--- src/rtl/systolic_fifo_seq.sv ---
// Sequencer for a bank of DIM shift fifos: host fill, skewed shift-out, drain window.
// Optional busy-cycle counter on perf_cycles_o when SEQ_PERF_CNT_EN is defined.
module systolic_fifo_seq #(
  parameter int DIM   = 8,
  parameter int DEPTH = 8,
  parameter int DRAIN = 8
) (
  input  logic             clk_i,
  input  logic             rst_n_i,
  input  logic             start_i,
  input  logic             load_valid_i,
  output logic             load_ready_o,
  input  logic             stall_i,
  output logic [DIM-1:0]   fifo_en_o,
  output logic             fill_sel_o,
  output logic             array_en_o,
  output logic             busy_o,
  output logic             done_o,
  output logic [15:0]      perf_cycles_o
);

  // state | meaning
  // IDLE  | waiting for start, all outputs low
  // FILL  | one fifo shift per accepted host beat, DEPTH beats
  // RUN   | skewed shift-out, DEPTH+DIM-1 unstalled cycles
  // DRAIN | array enabled only, DRAIN unstalled cycles
  // DONE  | single-cycle completion pulse
  typedef enum logic [2:0] {IDLE, FILL, RUN, DRAIN_ST, DONE} state_t;

  localparam int CW = $clog2(DEPTH + DIM + DRAIN + 1);
  localparam logic [CW-1:0] FILL_LAST  = CW'(DEPTH - 1);
  localparam logic [CW-1:0] RUN_LAST   = CW'(DEPTH + DIM - 2);
  localparam logic [CW-1:0] DRAIN_LAST = CW'(DRAIN - 1);

  state_t        state_q, state_d;
  logic [CW-1:0] cnt_q, cnt_d;

  always_ff @(posedge clk_i or negedge rst_n_i) begin
    if (!rst_n_i) begin
      state_q <= IDLE;
      cnt_q   <= '0;
    end else begin
      state_q <= state_d;
      cnt_q   <= cnt_d;
    end
  end

  always_comb begin
    state_d      = state_q;
    cnt_d        = cnt_q;
    load_ready_o = 1'b0;
    fifo_en_o    = '0;
    fill_sel_o   = 1'b0;
    array_en_o   = 1'b0;
    busy_o       = 1'b0;
    done_o       = 1'b0;
    case (state_q)
      IDLE: begin
        if (start_i) begin
          state_d = FILL;
          cnt_d   = '0;
        end
      end
      FILL: begin
        busy_o       = 1'b1;
        load_ready_o = 1'b1;
        fill_sel_o   = 1'b1;
        fifo_en_o    = {DIM{load_valid_i}};
        if (load_valid_i) begin
          if (cnt_q == FILL_LAST) begin
            state_d = RUN;
            cnt_d   = '0;
          end else begin
            cnt_d = cnt_q + CW'(1);
          end
        end
      end
      RUN: begin
        busy_o     = 1'b1;
        array_en_o = !stall_i;
        if (!stall_i) begin
          // row i is live for DEPTH cycles starting i cycles after row 0
          for (int i = 0; i < DIM; i++)
            fifo_en_o[i] = (int'(cnt_q) >= i) && (int'(cnt_q) < i + DEPTH);
          if (cnt_q == RUN_LAST) begin
            state_d = DRAIN_ST;
            cnt_d   = '0;
          end else begin
            cnt_d = cnt_q + CW'(1);
          end
        end
      end
      DRAIN_ST: begin
        busy_o     = 1'b1;
        array_en_o = !stall_i;
        if (!stall_i) begin
          if (cnt_q == DRAIN_LAST) begin
            state_d = DONE;
            cnt_d   = '0;
          end else begin
            cnt_d = cnt_q + CW'(1);
          end
        end
      end
      DONE: begin
        busy_o  = 1'b1;
        done_o  = 1'b1;
        state_d = IDLE;
      end
      default: state_d = IDLE;
    endcase
  end

`ifdef SEQ_PERF_CNT_EN
  logic [15:0] perf_q, perf_d;

  always_comb begin
    perf_d = perf_q;
    if (state_q == IDLE && start_i)
      perf_d = '0;
    else if (busy_o && perf_q != 16'hFFFF)
      perf_d = perf_q + 16'd1;
  end

  always_ff @(posedge clk_i or negedge rst_n_i) begin
    if (!rst_n_i) perf_q <= '0;
    else          perf_q <= perf_d;
  end

  assign perf_cycles_o = perf_q;
`else
  assign perf_cycles_o = 16'h0;
`endif

endmodule

--- config.mk ---
export PLATFORM = sky130hd
export DESIGN_NAME = systolic_fifo_seq
export DESIGN_NICKNAME = d
export VERILOG_FILES = /design/src/rtl/systolic_fifo_seq.sv
export SDC_FILE = /design/constraint.sdc
export NUM_CORES = 1
export LEC_CHECK = 0
export CAP_MARGIN = 20
export CORE_MARGIN = 8
export CORE_UTILIZATION = 35
export DETAILED_ROUTE_END_ITERATION = 10
export GPL_TIMING_DRIVEN = 0
export PLACE_DENSITY_LB_ADDON = 0.2
export SETUP_SLACK_MARGIN = 0.05
export SLEW_MARGIN = 10
export SYNTH_ARGS = -nofsm -noshare
export SYNTH_HDL_FRONTEND = slang
export SYNTH_SLANG_ARGS = --single-unit
--- constraint.sdc ---
create_clock -name clk_i -period 3.7 [get_ports clk_i]
set_clock_uncertainty 0.15 [all_clocks]
set_input_delay 0.925 -clock clk_i [delete_from_list [all_inputs] [get_ports clk_i]]
set_output_delay 0.925 -clock clk_i [all_outputs]
set_load 0.02 [all_outputs]
**Word-level counts from Yosys, hierarchy flattened**

Index checks and enable logic that the tools add are counted.

- Flip-flop bits (word level): 8
- Bits of input ports: 5
- Output and inout port bits: 29
- Logic and storage cells: 66

- Add/sub/neg operators: 1
- $lt $le $gt $ge: 15
- Equal/unequal tests: 13
- Muxes and demuxes: 21
- Reduce and logical (&&, ||, !) cells: 14

Operators with widths:

| cell | number |
|---|---|
| less-than comparator 5 x 4 -> 1 bit, second input constant | 8 |
| two-way mux 5 bit | 6 |
| two-way mux 3 bit | 7 |
| greater-or-equal comparator 5 x 3 -> 1 bit, second input constant | 4 |
| case mux 5 bit (4 select lines) | 1 |
| case mux 8 bit (2 select lines) | 1 |
| inequality test 2 bit, second input constant | 7 |
| case mux 3 bit (4 select lines) | 1 |
| greater-or-equal comparator 5 x 2 -> 1 bit, second input constant | 2 |
| two-way mux 8 bit | 1 |
| logical AND 1 bit | 7 |
| AND reduction 7 bit | 1 |
| == test 3 x 2 -> 1 bit, second input constant | 2 |
| adder 5 x 1 -> 5 bit, second input constant | 1 |
| == test 5 x 3 -> 1 bit, second input constant | 1 |
| == test 5 x 4 -> 1 bit, second input constant | 1 |
| greater-or-equal comparator 5 x 1 -> 1 bit, second input constant | 1 |
| AND reduction 5 bit | 1 |
| two-way mux 1 bit | 4 |
| nonzero test 4 bit | 1 |
| OR reduction 4 bit | 1 |
| == test 3 x 1 -> 1 bit, second input constant | 1 |
| == test 3 bit, second input constant | 1 |
| logical NOT 3 bit | 1 |
| 2 further kinds | 2 |

**Longest topological paths before layout**

Gate-level depths: netlist of the first run.

- Word-level depth: 4
- Mapped depth: 7

**Worst setup path before layout of the first run**

No wires, ideal clock.

- Kind: input to output
- Start: in stall_i
- End: out fifo_en_o[5]
- Data arrival time: 2.175 ns
- Slack: 0.450 ns
- Stages on the path: 4
- Path buffers: 1
- Cell sequence: nand2b_4 or4_1 buf_2 o31ai_1

- Longest elaborated chain between the ends: 2

RTL lines:

| element | RTL line | RTL |
|---|---|---|
| start, declared | 13 | `input logic stall_i,` |
| two-way mux 8 bit | 81 | `if (!stall_i) begin` |
| case mux 8 bit (2 select lines) | 57 | `case (state_q)` |
| end, declared | 14 | `output logic [DIM-1:0] fifo_en_o,` |

Every way passes these cells.

**Worst setup path after layout of the first run**

- Start: in load_valid_i
- End: out fifo_en_o[0]

- Longest elaborated chain between the ends: 1

RTL lines:

| element | RTL line | RTL |
|---|---|---|
| start, declared | 11 | `input logic load_valid_i,` |
| case mux 8 bit (2 select lines) | 57 |  |

Every way passes these cells.

==> flow_metrics.tcl, run 1 <==
set metrics [dict create \
    wl_per_cell_um 12.61 \
    io_buffers 17 \
    areaGrowthSynthToFinish_pct 31.79 \
    place_hpwl_um 1943 \
    crit_path_start_kind "primary input" \
    status "completed" \
    fp.dieArea_mm2 0.004425 \
    synth_mux_area_frac 0.01261 \
    timing.hold.ws_ns 0.4441 \
    die_height_um 66.52 \
    synth_top_family_by_area "compound AO/OA/AOI/OAI gates" \
    synth.avg_cell_area_um2 7.445 \
    cp_top_family "buffers and inverters" \
    fin_util 0.4796 \
    drc 0 \
    grt_pass1_wl_um 3857 \
    ys_seq_elements 8 \
    synth_fa_ha_area_frac 0.02801 \
    drt-vias-per-instance 4.897 \
    slew_violations 0 \
    hold_viol_final 0 \
    vias 906 \
    combPwrFrac 0.722 \
    firstDrtPassIters 4 \
    cts_tree "done" \
    cp_num_buf_inv 2 \
    path_cells "clkdlybuf4s50_1 > nor2b_1 > a21oi_1 > nor2_1 > clkdlybuf4s50_1" \
    yosys_warnings 0 \
    place_area_mm2 0.001157 \
    clkPwrFrac 0.080 \
    rsz0062_at_grt "false" \
    arrival_ns 2.44 \
    critPathSlowestCell "clkdlybuf4s50_1" \
    core_mm2 0.002455 \
    ant_nets 0 \
    final_area_mm2 0.001177 \
    hp-class "register to register" \
    required_ns 2.62 \
    crit_fanout 3 \
    power.leakage_nw 0.5546 \
    power_mw 0.8124 \
    pin_count 34 \
    p_int_mw 0.4043 \
    setup_viol 0 \
    antenna_found_initial 0 \
    period_needed_ns 3.519 \
    cts_root_buf "clkbuf_4" \
    start_util 0.3639 \
    yosys.area_share.simple 0.2297 \
    clock_latency_ns 0.25 \
    drv_cap 0 \
    place_congestion 0.7629 \
    die_width_um 66.52 \
    nets 164 \
    ys_types 37 \
    pwr-share-seq 0.197 \
    synth_compound_area_frac 0.2717 \
    vdd_drop_max_mv 0.3214 \
    critPathKind "primary input to primary output" \
    cts_made_buffers 3 \
    end_kind "primary output" \
    synth_xor_area_frac 0.02941 \
    max_stage_delay_ns 0.62 \
    swShare 0.5023 \
    synthTopCellsByArea "dfrtp_1, buf_4, o21ai_0, nand2_1, a21oi_1" \
    fin_crit_sh 0.9510 \
    fmax_mhz 284.2 \
    synth_top_area_frac 0.2241 \
    num_rows 18 \
    gr-usage-all-layers 0.1086 \
    power_density_mw_per_mm2 690.0 \
    path_clk_slew_ns 0.05 \
    syn_inst 120 \
    overflow 0 \
    cts_sinks 8 \
    grt_max_degree 11 \
    clock_path_buffers 2 \
    insertedDiodeCount 0 \
    path_common_cell "clkdlybuf4s50_1" \
    drtIter0Drc 55 \
    yosysSeqAreaShare 0.2241 \
    grt_pass1_vias 939 \
    power.switching_mw 0.4081 \
    synth_top_area_cell "dfrtp_1" \
    htree_levels 1 \
    final_layout_size_suffix_gt1_frac 0.2258 \
    fill_cells 257 \
    wl_um 2332 \
    syn_area_um2 893.4 \
]
## cells in the mapped netlist
library cell,number
buf_4,18
o21ai_0,14
nand2_1,11
dfrtp_1,8
nor2_1,8
a21oi_1,6
clkbuf_1,5
inv_1,4
nor3_1,4
nand2b_1,3
nand3_1,3
a2111o_1,2
and2_1,2
buf_2,2
ha_1,2
nor2b_1,2
o211ai_1,2
o21a_1,2
o21ai_2,2
o31ai_1,2
xor2_1,2
a211o_1,1
a21o_1,1
a22oi_1,1
a31oi_1,1
a41o_1,1
conb_1,1
mux2_2,1
nand2b_4,1
nand3b_1,1
nand4b_1,1
nand4bb_1,1
o2111ai_1,1
o41ai_1,1
or2_2,1
or4_1,1
xnor2_1,1
## state kept, by name, indices dropped and copies added (netlist names)
signal   flops
cnt_q        5
state_q      3
## layout make-up
class	instances	area [um^2]	area share
clock buffers	3	22.52	0.01913
flip-flops and latches	8	200.2	0.1700
multi-input cells	98	570.5	0.4846
plain buffers	25	163.9	0.1392
well taps	30	37.54	0.03188
inverters	4	15.01	0.01275
repair buffers	17	167.7	0.1424
## what timing repair did
action	in CTS	in global routing
gates resized for setup	31	0
hold buffers	0	0
setup buffers	0	0
endpoints found under the setup margin	7	0
## final timing paths
kind / startpoint / endpoint / slack (ns) / cells after the start
hold reg to reg: state_q[1] / state_q[2] / 0.44 / 2
max in group asynchronous: rst_n_i / state_q[1] / 2.34 / 1
min in group asynchronous: rst_n_i / cnt_q[0] / 0.79 / 1
hold / removal: state_q[1] / state_q[2] / 0.44 / 2
setup reg to reg: cnt_q[0] / cnt_q[1] / 1.93 / 5
setup / recovery: load_valid_i / fifo_en_o[0] / 0.18 / 5
## power by group through the flow
stage          registers, mW  clock network, mW  logic (mW)
3_3_place_gp           0.160                  0       0.587
3_5_place_dp           0.162                  0       0.600
6_report               0.160             0.0652       0.587
5_1_grt                0.165             0.0771       0.650
2_1_floorplan          0.148                  0       0.415
4_1_cts                0.160             0.0691       0.590
## placed cells by master, fill, tap and decap left out, types with 2 or more instances in the layout
| master | Yosys | routed |
|---|---|---|
| a2111o_1 | 2 | 2 |
| a21oi_1 | 6 | 6 |
| and2_1 | 2 | 2 |
| buf_2 | 2 | 3 |
| buf_4 | 18 | 19 |
| clkbuf_1 | 5 | 5 |
| clkbuf_4 | 0 | 3 |
| clkdlybuf4s15_2 | 0 | 5 |
| clkdlybuf4s50_1 | 0 | 9 |
| conb_1 | 1 | 16 |
| dfrtp_1 | 8 | 8 |
| ha_1 | 2 | 2 |
| inv_1 | 4 | 4 |
| nand2_1 | 11 | 11 |
| nand2b_1 | 3 | 3 |
| nand3_1 | 3 | 3 |
| nor2_1 | 8 | 8 |
| nor2b_1 | 2 | 2 |
| nor3_1 | 4 | 4 |
| o211ai_1 | 2 | 2 |
| o21a_1 | 2 | 2 |
| o21ai_0 | 14 | 14 |
| o21ai_2 | 2 | 2 |
| o31ai_1 | 2 | 2 |
| xor2_1 | 2 | 2 |
## per-stage QoR
step                setup TNS, ns  std cells  setup slack, ns
floorplan                       0        135           0.4500
global placement           -2.214        182          -0.4290
detailed placement         -2.369        182          -0.4435
CTS                             0        185           0.1731
global route                    0        185          0.09133
finish                          0        185           0.1813
## routing by layer
| metal | part of all wire | vias to the layer above | global-route usage | routed length [um] |
|---|---|---|---|---|
| met4 | 0.023 | 0 | 0.08000 | 54 |
| li1 | - | 461 | - | - |
| met3 | 0.043 | 6 | 0.01342 | 101 |
| met1 | 0.42 | 419 | 0.1136 | 969 |
| met5 | 0 | - | 0 | 0 |
| met2 | 0.52 | 20 | 0.1942 | 1206 |
## cells by family (layout without fill, tap and decap cells)
logic type,after synthesis,in the layout
simple gates,39,39
compound gates,37,37
buf+inv,29,49
flops,8,8
xor+xnor,3,3
fa+ha+maj,2,2
other cells,1,16
mux,1,1
## worst register-to-register path, stage by stage (launching register included)
cell and delay, ns:
dfrtp_1 0.42, ha_1 0.28, nand4bb_1 0.23, nand2_1 0.14, and2_1 0.20, o41ai_1 0.24
No activity file was read; power rests on OpenSTA's default activity.
==> run 2, diff against run 1 <==
--- a/config.mk
+++ b/config.mk
@@ -6,12 +6,14 @@
 export NUM_CORES = 1
 export LEC_CHECK = 0
 export CAP_MARGIN = 20
+export CELL_PAD_IN_SITES_DETAIL_PLACEMENT = 1
+export CELL_PAD_IN_SITES_GLOBAL_PLACEMENT = 2
 export CORE_MARGIN = 8
-export CORE_UTILIZATION = 35
+export CORE_UTILIZATION = 25
 export DETAILED_ROUTE_END_ITERATION = 10
 export GPL_TIMING_DRIVEN = 0
+export HOLD_SLACK_MARGIN = 0.08
 export PLACE_DENSITY_LB_ADDON = 0.2
-export SETUP_SLACK_MARGIN = 0.05
 export SLEW_MARGIN = 10
 export SYNTH_ARGS = -nofsm -noshare
 export SYNTH_HDL_FRONTEND = slang
==> run 2 against run 1 <==
Net effect: final cell count increased by 8.6%; hold slack better by 0.018 ns; combinational power is 2% higher; critical endpoint is now fifo_en_o[7]; largest power group unchanged.
==> flow_metrics.tcl, run 2 (synthesis results as in run 1) <==
set metrics [dict create \
    vdd_drop_max_mv 0.2982 \
    place_hpwl_um 2191 \
    reg.largest.list "cnt_q (5), state_q (3)" \
    place_area_mm2 0.001177 \
    required_ns 2.62 \
    io_buffers 17 \
    slew_violations 0 \
    grt_pass1_vias 949 \
    clock_latency_ns 0.25 \
    die_width_um 75.78 \
    hold_end "state_q[2]" \
    drc 0 \
    critPathKind "primary input to primary output" \
    tns_ns 0 \
    setup_viol 0 \
    hp-class "register to register" \
    whs_path_depth 2 \
    rsz0062_at_grt "false" \
    fin_util 0.3533 \
    vias 909 \
    path_clk_slew_ns 0.05 \
    start_util 0.2636 \
    status "completed" \
    die_height_um 75.78 \
    clock_path_buffers 2 \
    min_from "state_q[1]" \
    cts_sinks 8 \
    firstDrtPassIters 3 \
    drtIter0Drc 22 \
    dp.cells 198 \
    power.leakage_nw 0.5546 \
    timing.hold.ws_ns 0.4617 \
    nets 164 \
    largest_reg_flops 5 \
    areaGrowthSynthToFinish_pct 34.03 \
    grtUsageMet2 0.1683 \
    grt_max_degree 11 \
    final_cell_mix "buf_4, conb_1, o21ai_0, nand2_1, clkdlybuf4s50_1" \
    ant_nets 0 \
    overflow 0 \
    crit_path_start_kind "primary input" \
    num_rows 21 \
    final_area_mm2 0.001197 \
    insertedDiodeCount 0 \
    fmax_mhz 284.5 \
    reg2regPathDepth 5 \
    fin_cells 201 \
    period_needed_ns 3.515 \
    cts_root_buf "clkbuf_4" \
    power_mw 0.8208 \
    cts_tree "done" \
    core_mm2 0.003390 \
    drt-vias-per-instance 4.522 \
    htree_levels 1 \
    hold_viol_final 0 \
    place_congestion 0.7960 \
    pin_count 34 \
    r2r-end "cnt_q[3]" \
    wl_per_cell_um 13.29 \
    power_density_mw_per_mm2 685.5 \
    arrival_ns 2.44 \
    drv_cap 0 \
    final_layout_size_suffix_gt1_frac 0.2258 \
    regMostFlops "cnt_q" \
    reg2reg_from "cnt_q[0]" \
    gr-usage-all-layers 0.09819 \
    grt_use_met3 0.02237 \
    antenna_found_initial 0 \
    pre_cts_ws_ns -0.4856 \
    grt_busiest_layer "met2" \
    fin_crit_sh 0.9499 \
    crit_fanout 7 \
    grt_pass1_wl_um 4498 \
    postCtsHoldBufs 0 \
    setup_slack_ns 0.1853 \
    final_common_cell "buf_4" \
    grtUsageMet1 0.1146 \
    wl_um 2671 \
    end_kind "primary output" \
    r2r_slack_ns 1.84 \
    cts_made_buffers 3 \
    fp.dieArea_mm2 0.005743 \
]
## run 2: cell type report
type | count | area (um^2)
well taps | 46 | 57.56
clock buffers | 3 | 22.52
repair buffers | 17 | 167.7
multi-input cells | 98 | 570.5
flip-flops and latches | 8 | 200.2
plain buffers | 25 | 163.9
inverters | 4 | 15.01
fillers | 429 | 2192
## run 2: timing repair
action | CTS | global route
buffers inserted | 0 | 0
endpoints found under the setup margin | 7 | 0
resized for setup | 31 | 0
## run 2: worst max-delay path by stage
| stage | cells past startpoint | start | slack, ns | endpoint |
|---|---|---|---|---|
| floorplan | 4 | stall_i | 0.45 | fifo_en_o[5] |
| global placement | 7 | stall_i | -0.48 | fifo_en_o[7] |
| detailed placement | 7 | stall_i | -0.49 | fifo_en_o[7] |
| CTS | 7 | stall_i | 0.18 | fifo_en_o[7] |
| global route | 6 | stall_i | 0.11 | fifo_en_o[6] |
| finish | 7 | stall_i | 0.19 | fifo_en_o[7] |
## run 2: per-layer routing
metal	vias to the layer above	routed length [um]
li1	458	-
met1	432	1218
met2	17	1279
met3	2	165
met4	0	8
met5	-	0
## run 2: critical path, stage by stage
cell,delay (ns)
dlygate4sd2_1,0.28
nand2b_4,0.17
or4_1,0.41
buf_2,0.18
a41o_1,0.22
o21ai_2,0.11
buf_4,0.15
## run 2: report_power, final
part	total (mW)	leakage [nW]	internal (mW)	switching [mW]
clock network	0.0659	0.0138	0.0371	0.0288
registers	0.159	0.0915	0.120	0.0389
logic	0.596	0.449	0.247	0.349
